### src/rtl/pipe_hazard_unit.sv
// pipe_hazard_unit: tracks in-flight destinations from EX to the last stage,
// raises the load-use stall, picks a forwarding source per EX operand, and
// inserts the branch-flush bubble. Also keeps saturating stall/flush counters.
module pipe_hazard_unit #(
  parameter int NUM_SRC  = 2,
  parameter int REG_AW   = 5,
  parameter int DEPTH    = 3,
  parameter int LOAD_RDY = 2,
  parameter int CNT_W    = 16,
  localparam int FWD_W   = $clog2(DEPTH)
) (
  input  logic                      clk,
  input  logic                      reset,
  input  logic                      id_valid,
  input  logic [NUM_SRC*REG_AW-1:0] id_rs,
  input  logic [NUM_SRC-1:0]        id_rs_used,
  input  logic [REG_AW-1:0]         id_rd,
  input  logic                      id_reg_write,
  input  logic                      id_mem_read,
  input  logic                      ex_flush,
  output logic                      hz_stall,
  output logic                      hz_bubble,
  output logic [NUM_SRC*FWD_W-1:0]  fwd_sel,
  output logic                      ex_valid,
  output logic [CNT_W-1:0]          stall_cnt,
  output logic [CNT_W-1:0]          flush_cnt
);

  // Per-stage tracking: index 0 is EX, DEPTH-1 is the writeback stage.
  logic [DEPTH-1:0]               v_q, wr_q, ld_q;
  logic [DEPTH-1:0][REG_AW-1:0]   rd_q;
  logic [NUM_SRC-1:0][REG_AW-1:0] ex_rs_q;
  logic [NUM_SRC-1:0]             ex_used_q;
  logic [CNT_W-1:0]               stall_cnt_q, flush_cnt_q;

  logic [DEPTH-1:0] hazard;
  logic             stall_hit;
  logic             issue_ok;

  // A producer's result can be forwarded from stage k once its latency is met.
  function automatic logic ready(input int k, input logic ld);
    return ld ? (k >= LOAD_RDY) : (k >= 1);
  endfunction

  // Entries that will really write a register other than x0.
  always_comb begin
    hazard = '0;
    for (int k = 0; k < DEPTH; k++) begin
      hazard[k] = v_q[k] & wr_q[k] & (rd_q[k] != '0);
    end
  end

  // Only the youngest producer of each ID operand matters; stall if it will
  // not be forwardable when the consumer reaches EX. The last stage writes
  // the regfile this edge and is read back directly, so it never stalls.
  always_comb begin
    logic found;
    stall_hit = 1'b0;
    found     = 1'b0;
    for (int s = 0; s < NUM_SRC; s++) begin
      found = 1'b0;
      for (int k = 0; k < DEPTH; k++) begin
        if (!found && id_rs_used[s] && hazard[k] &&
            (rd_q[k] == id_rs[s*REG_AW +: REG_AW])) begin
          found = 1'b1;
          if ((k < DEPTH-1) && !ready(k+1, ld_q[k])) stall_hit = 1'b1;
        end
      end
    end
  end

  // A taken branch squashes the ID instruction, so it overrides the stall.
  always_comb begin
    hz_stall  = reset & id_valid & ~ex_flush & stall_hit;
    hz_bubble = hz_stall | (reset & ex_flush);
    issue_ok  = id_valid & ~hz_bubble;
  end

  // Forward from the youngest ready producer; scanning old-to-young lets the
  // youngest overwrite the selection.
  always_comb begin
    fwd_sel = '0;
    for (int s = 0; s < NUM_SRC; s++) begin
      for (int k = DEPTH-1; k >= 1; k--) begin
        if (reset && v_q[0] && ex_used_q[s] && hazard[k] &&
            (rd_q[k] == ex_rs_q[s]) && ready(k, ld_q[k])) begin
          fwd_sel[s*FWD_W +: FWD_W] = FWD_W'(k);
        end
      end
    end
  end

  // Advance the tracking pipe, load EX from ID (or a bubble), count events.
  always_ff @(posedge clk) begin
    if (!reset) begin
      v_q         <= '0;
      stall_cnt_q <= '0;
      flush_cnt_q <= '0;
    end else begin
      for (int k = 1; k < DEPTH; k++) begin
        v_q[k]  <= v_q[k-1];
        wr_q[k] <= wr_q[k-1];
        ld_q[k] <= ld_q[k-1];
        rd_q[k] <= rd_q[k-1];
      end
      v_q[0]    <= issue_ok;
      wr_q[0]   <= id_reg_write;
      ld_q[0]   <= id_mem_read;
      rd_q[0]   <= id_rd;
      ex_rs_q   <= id_rs;
      ex_used_q <= issue_ok ? id_rs_used : '0;
      if (hz_stall && (stall_cnt_q != '1)) stall_cnt_q <= stall_cnt_q + 1'b1;
      if (ex_flush && (flush_cnt_q != '1)) flush_cnt_q <= flush_cnt_q + 1'b1;
    end
  end

  assign ex_valid  = v_q[0];
  assign stall_cnt = stall_cnt_q;
  assign flush_cnt = flush_cnt_q;

endmodule

### config.mk
export PLATFORM = sky130hd
export DESIGN_NAME = pipe_hazard_unit
export DESIGN_NICKNAME = d
export VERILOG_FILES = /design/src/rtl/pipe_hazard_unit.sv
export SDC_FILE = /design/constraint.sdc
export NUM_CORES = 1
export LEC_CHECK = 0
export CORE_MARGIN = 5
export CORE_UTILIZATION = 40
export CTS_CLUSTER_DIAMETER = 30
export DETAILED_ROUTE_END_ITERATION = 7
export HOLD_SLACK_MARGIN = 0.02
export PLACE_DENSITY_LB_ADDON = 0.12
export SYNTH_ARGS = -nofsm -noshare
export SYNTH_HDL_FRONTEND = slang
export SYNTH_SLANG_ARGS = --single-unit
### constraint.sdc
create_clock -name clk -period 3.7 [get_ports clk]
set_input_delay 0.555 -clock clk [delete_from_list [all_inputs] [get_ports clk]]
set_output_delay 0.555 -clock clk [all_outputs]
set_load 0.03 [all_outputs]
# Yosys cells after proc, flatten, opt, wreduce, memory -nomap -nowiden
# Index checks and enable logic that the tools add are counted.
[totals]
register_bits = 67
latch_bits = 0
ramBits = 0
rom_bits = 0
in_bits = 23
out_inout_bits = 39
word_cells = 66
memories = 0
[op_classes]
n_addsub = 2
n_mul = 0
div_mod_pow = 0
order_cmp = 0
eq_ne = 8
shifts = 0
muxes = 9
n_bitwise = 14
reduce_logical = 22
[op_table]
columns = ["cell", "n"]
rows = [
  ["$add 16x1->16 const B", 2],
  ["$ne 16x16->1 const B", 2],
  ["$eq 5x5->1", 6],
  ["$logic_and 1x1->1", 19],
  ["$reduce_bool 5->1", 3],
  ["$and 1x1->1", 11],
  ["$mux 2", 4],
  ["$mux 1", 5],
  ["$not 1->1", 2],
  ["$or 1x1->1", 1],
]

# Logic depth before layout (Yosys ltp)
[logic_depth]
ltp_word = 11
mapped_depth = 7
ltp_nobuf = 6

# Worst setup path before layout
# OpenSTA, ideal clock, no wires.
[synth_path]
path_type = "flip-flop to output port"
start = "register rd_q[6] (netlist name)"
end = "output port fwd_sel[1]"
arrival_ns = 2.368
required_ns = 3.145
path_slack_ns = 0.777
path_stages_with_launch = 5
path_cell_list = "edfxtp_1 -> or4_1 -> o21ai_0 -> nor4_1 -> nor4_1"
[synth_between]
elab_chain_cells = 6
elab_cells_between_ends = 7
cone_classes = "eq/ne (1); mux (1); bitwise (1); reduce/logical (4)"
[synth_lines]
columns = ["element", "line_no", "text"]
rows = [
  ["from (decl)", "31", "logic [DEPTH-1:0][REG_AW-1:0] rd_q;"],
  ["from (signal, indexed assignment)", "104", "rd_q[k] <= rd_q[k-1];"],
  ["$reduce_bool 5->1", "49", "hazard[k] = v_q[k] & wr_q[k] & (rd_q[k] != '0);"],
  ["$and 1x1->1", "49", ""],
  ["$logic_and 1x1->1", "85", "if (reset && v_q[0] && ex_used_q[s] && hazard[k] &&"],
  ["$logic_and 1x1->1 *", "85", ""],
  ["$logic_and 1x1->1 *", "86", "(rd_q[k] == ex_rs_q[s]) && ready(k, ld_q[k])) begin"],
  ["$mux 2 *", "85", ""],
  ["to (decl)", "23", "output logic [NUM_SRC*FWD_W-1:0] fwd_sel,"],
]
# Every way passes the cells marked *; elsewhere a longest branch is shown, timed or not.

# Worst setup path after layout
[layout_path]
start = "register rd_q[6] (netlist name)"
end = "output port fwd_sel[3]"
# Same word-level chain as after synthesis.

==> results.cfg <==
[status]
status = finished, final reports clean

[synth]
synthTopCellsByArea = edfxtp_1 (31%), dfxtp_1 (22%), xor2_1 (7.3%), xnor2_1 (3.4%), nand3_1 (3.2%)
yosys.area.top_type_share_pct = 30.67
ys_async_sr_fraction_pct = 0
synth_xor_area_share_pct = 10.62
syn_avg_cell_area_sq_um = 10.62
synth_cell_type_count = 40
synth-compound-area-share_pct = 8.067
syn_nets = 320
ys_seq_area_share_pct = 53.04
syn_inst = 295
yosysTopAreaCell = edfxtp_1
synth-edff-count = 32
synth-simple-area-share_pct = 23.84
muxShareOfSynthArea_pct = 1.917
synth-seq-cells = 67
synth_area_sq_um = 3133
synth_top_family_by_area = simple AND/OR/NAND/NOR gates
synth_ff_type = dfxtp_1
synth_fa_ha_area_share_pct = 0.7987
ys_warn_count = 0

[clock_network]
htree_num_levels = 3
cts_buffers = 9
cts_buffer_depth = 2
cts_tree = yes
post_cts_resized = 0
clkSlewWorstSetupHoldPaths_ns = 0.07
cts_root_buf = clkbuf_8
postCtsHoldBufs = 0
cts_setup_buffers = 0
clk_latency_ns = 0.34
clock_sinks = 67

[timing]
tns_ns = 0
relSlewSlack_pct = 50.00
setup_viol = 0
finalCriticalPeriod_ns = 3.253
finalHoldViolCount = 0
fmax_mhz = 307.4
rsz0062_at_grt = false
slew_violations = 0
fin_crit_sh_pct = 87.93
fin_skew_ns = 0.004355
worst_slew_pin_slew_ns = 0.7492

[layout]
design_area_sq_um = 4068
fill_cells = 703
diodes = 0
fin_nets = 389
drive_gt1_share_pct = 6.775
area_growth_pct = 29.83
fin_cells = 471

[die]
initial_core_util_pct = 40.76
die_w_microns = 98.50
dieHeight_microns = 98.50
ioPinCount = 62
dieArea_sq_um = 9702
coreArea_sq_um = 7687
rows = 32

[global_route]
grt_max_degree = 27
grt_pass1_vias = 2394
grt_first_pass_wirelength_mm = 12.17
grt.overflow.total = 0
grt_antenna_before_repair = 0
grt.total_usage_pct = 15.61

[flow_run]
drv_cap = 0

[routing]
antenna_left = 0
drt_iter0_markers = 110
drc = 0
totalWireLength_mm = 7.282
dr.pass1.iters = 4
vias = 2450
avgViaCountPerCell = 5.202
wl_per_cell_microns = 15.46

[power]
pwr-share-clk_pct = 40.5
netSwitchingFraction_pct = 22.48
leakagePower_uw = 0.001390
power.density_nw_per_um2 = 392.8
ir_drop_v = 0.0001821
intPower_uw = 1239
p_switching_uw = 359.2
power_uw = 1598
power_frac_comb_pct = 7.1
power_frac_seq_pct = 52.4

[critical_path]
end_kind = output pin
path_class = flip-flop to output pin
start_kind = flip-flop
required_ns = 3.14
critPathMaxFanout = 4
critPathArrivalTime_ns = 2.70

[placed_design]
port_buffers = 61
postPlaceCellArea_sq_um = 3861
dpl.cell_count = 455
gp_congestion = 0.7482
hpwl_mm = 5.294

[worst_hold_path]
worstHoldPathType = flip-flop to flip-flop
-- per-stage QoR --
stage / setup WS (ns) / utilization [%] / hold WS (ns)
floorplan: 0.7770 / - / 0.4183
global placement: 0.4869 / 50.23 / 0.4297
detailed placement: 0.4382 / 50.23 / 0.4385
CTS: 0.4291 / 52.91 / 0.4554
global route: 0.3368 / 52.91 / 0.4677
finish: 0.4466 / 52.91 / 0.4519
-- cells in the mapped netlist (all sizes together), types with 2 or more instances --
master,n
a21oi,14
and2,5
and3,12
and4,7
buf,2
clkbuf,5
dfxtp,35
edfxtp,32
ha,2
inv,5
mux2i,6
nand2,22
nand2b,6
nand3,20
nand4,13
nor2,17
nor3,6
nor4,7
o211a,2
o21ai,7
o311a,2
o31ai,7
or3,5
or4,10
xnor2,12
xor2,26
-- cells in the final DEF, fill, tap and decap left out, types with 3 or more instances in the layout --
cell type        Yosys  final
and4_1               7      7
a21oi_1             14     14
nor3_1               6      6
o31ai_1              7      7
and3_1              12     12
xor2_1              26     26
clkbuf_8             0      9
nand4_1             13     13
xnor2_1             12     12
o21ai_0              7      7
nor4_1               5      5
inv_1                5      5
dfxtp_1             35     35
edfxtp_1            32     32
and2_1               4      4
nand2_1             21     21
or4_1                9      9
nand3_1             20     20
nor2_1              17     17
or3_1                5      5
clkdlybuf4s50_1      0     60
mux2i_1              6      6
clkinv_2             0      3
nand2b_1             6      6
buf_4                0      4
-- metal layers --
| metal | wire length [microns] | vias to the layer above | GRT usage [%] |
|---|---|---|---|
| met5 | 0 | - | 0 |
| li1 | - | 1239 | - |
| met4 | 97 | 0 | 5.357 |
| met1 | 3488 | 1155 | 21.43 |
| met3 | 305 | 9 | 3.963 |
| met2 | 3391 | 47 | 24.02 |
-- area by class of cell --
cell class	instances	area, sq um	area share (%)
Tap cell	102	127.6	3.137
Sequential cell	67	1662	40.85
Clock buffer	9	123.9	3.045
Inverter	5	18.77	0.4614
Clock inverter	7	82.58	2.030
Timing Repair Buffer	65	635.6	15.63
Multi-Input combinational cell	216	1418	34.85
-- power groups by stage --
stage / sequential [uW] / combinational, uW / clock, uW
global placement: 855 / 114 / 0
floorplan: 853 / 54.2 / 0
CTS: 838 / 115 / 659
detailed placement: 855 / 115 / 0
global route: 842 / 125 / 693
finish: 838 / 113 / 647
-- critical path, stage by stage (launching register included) --
cell and delay (ns):
edfxtp_1 0.46, or4_1 0.55, o21ai_0 0.24, nor4_1 0.12, nor4_1 0.28, clkdlybuf4s50_1 0.71
-- state kept, by name, summed over array words and instances (netlist names) --
register and count:
flush_cnt 16, stall_cnt 16, rd_q 15, ex_rs_q 10, v_q 3, wr_q 3
ex_used_q 2, ld_q 2
-- kinds of logic (layout without fill, tap and decap cells) --
kind of cell	count (synthesis)	count (layout)
AND/OR/NAND/NOR	132	132
flip-flops	67	67
AO/OA/AOI/OAI	38	38
XOR/XNOR	38	38
buffers and inverters	12	86
multiplexers	6	6
adder cells (fa/ha/maj)	2	2
-- final timing paths --
check | startpoint | endpoint | slack, ns | depth (start not counted)
max | rd_q[6] | fwd_sel[3] | 0.45 | 5
min | ld_q[0] | ld_q[1] | 0.45 | 0
max reg2reg | rd_q[3] | stall_cnt[11] | 1.51 | 6
min reg2reg | ld_q[0] | ld_q[1] | 0.45 | 0
No activity file was read; power rests on OpenSTA's default activity.
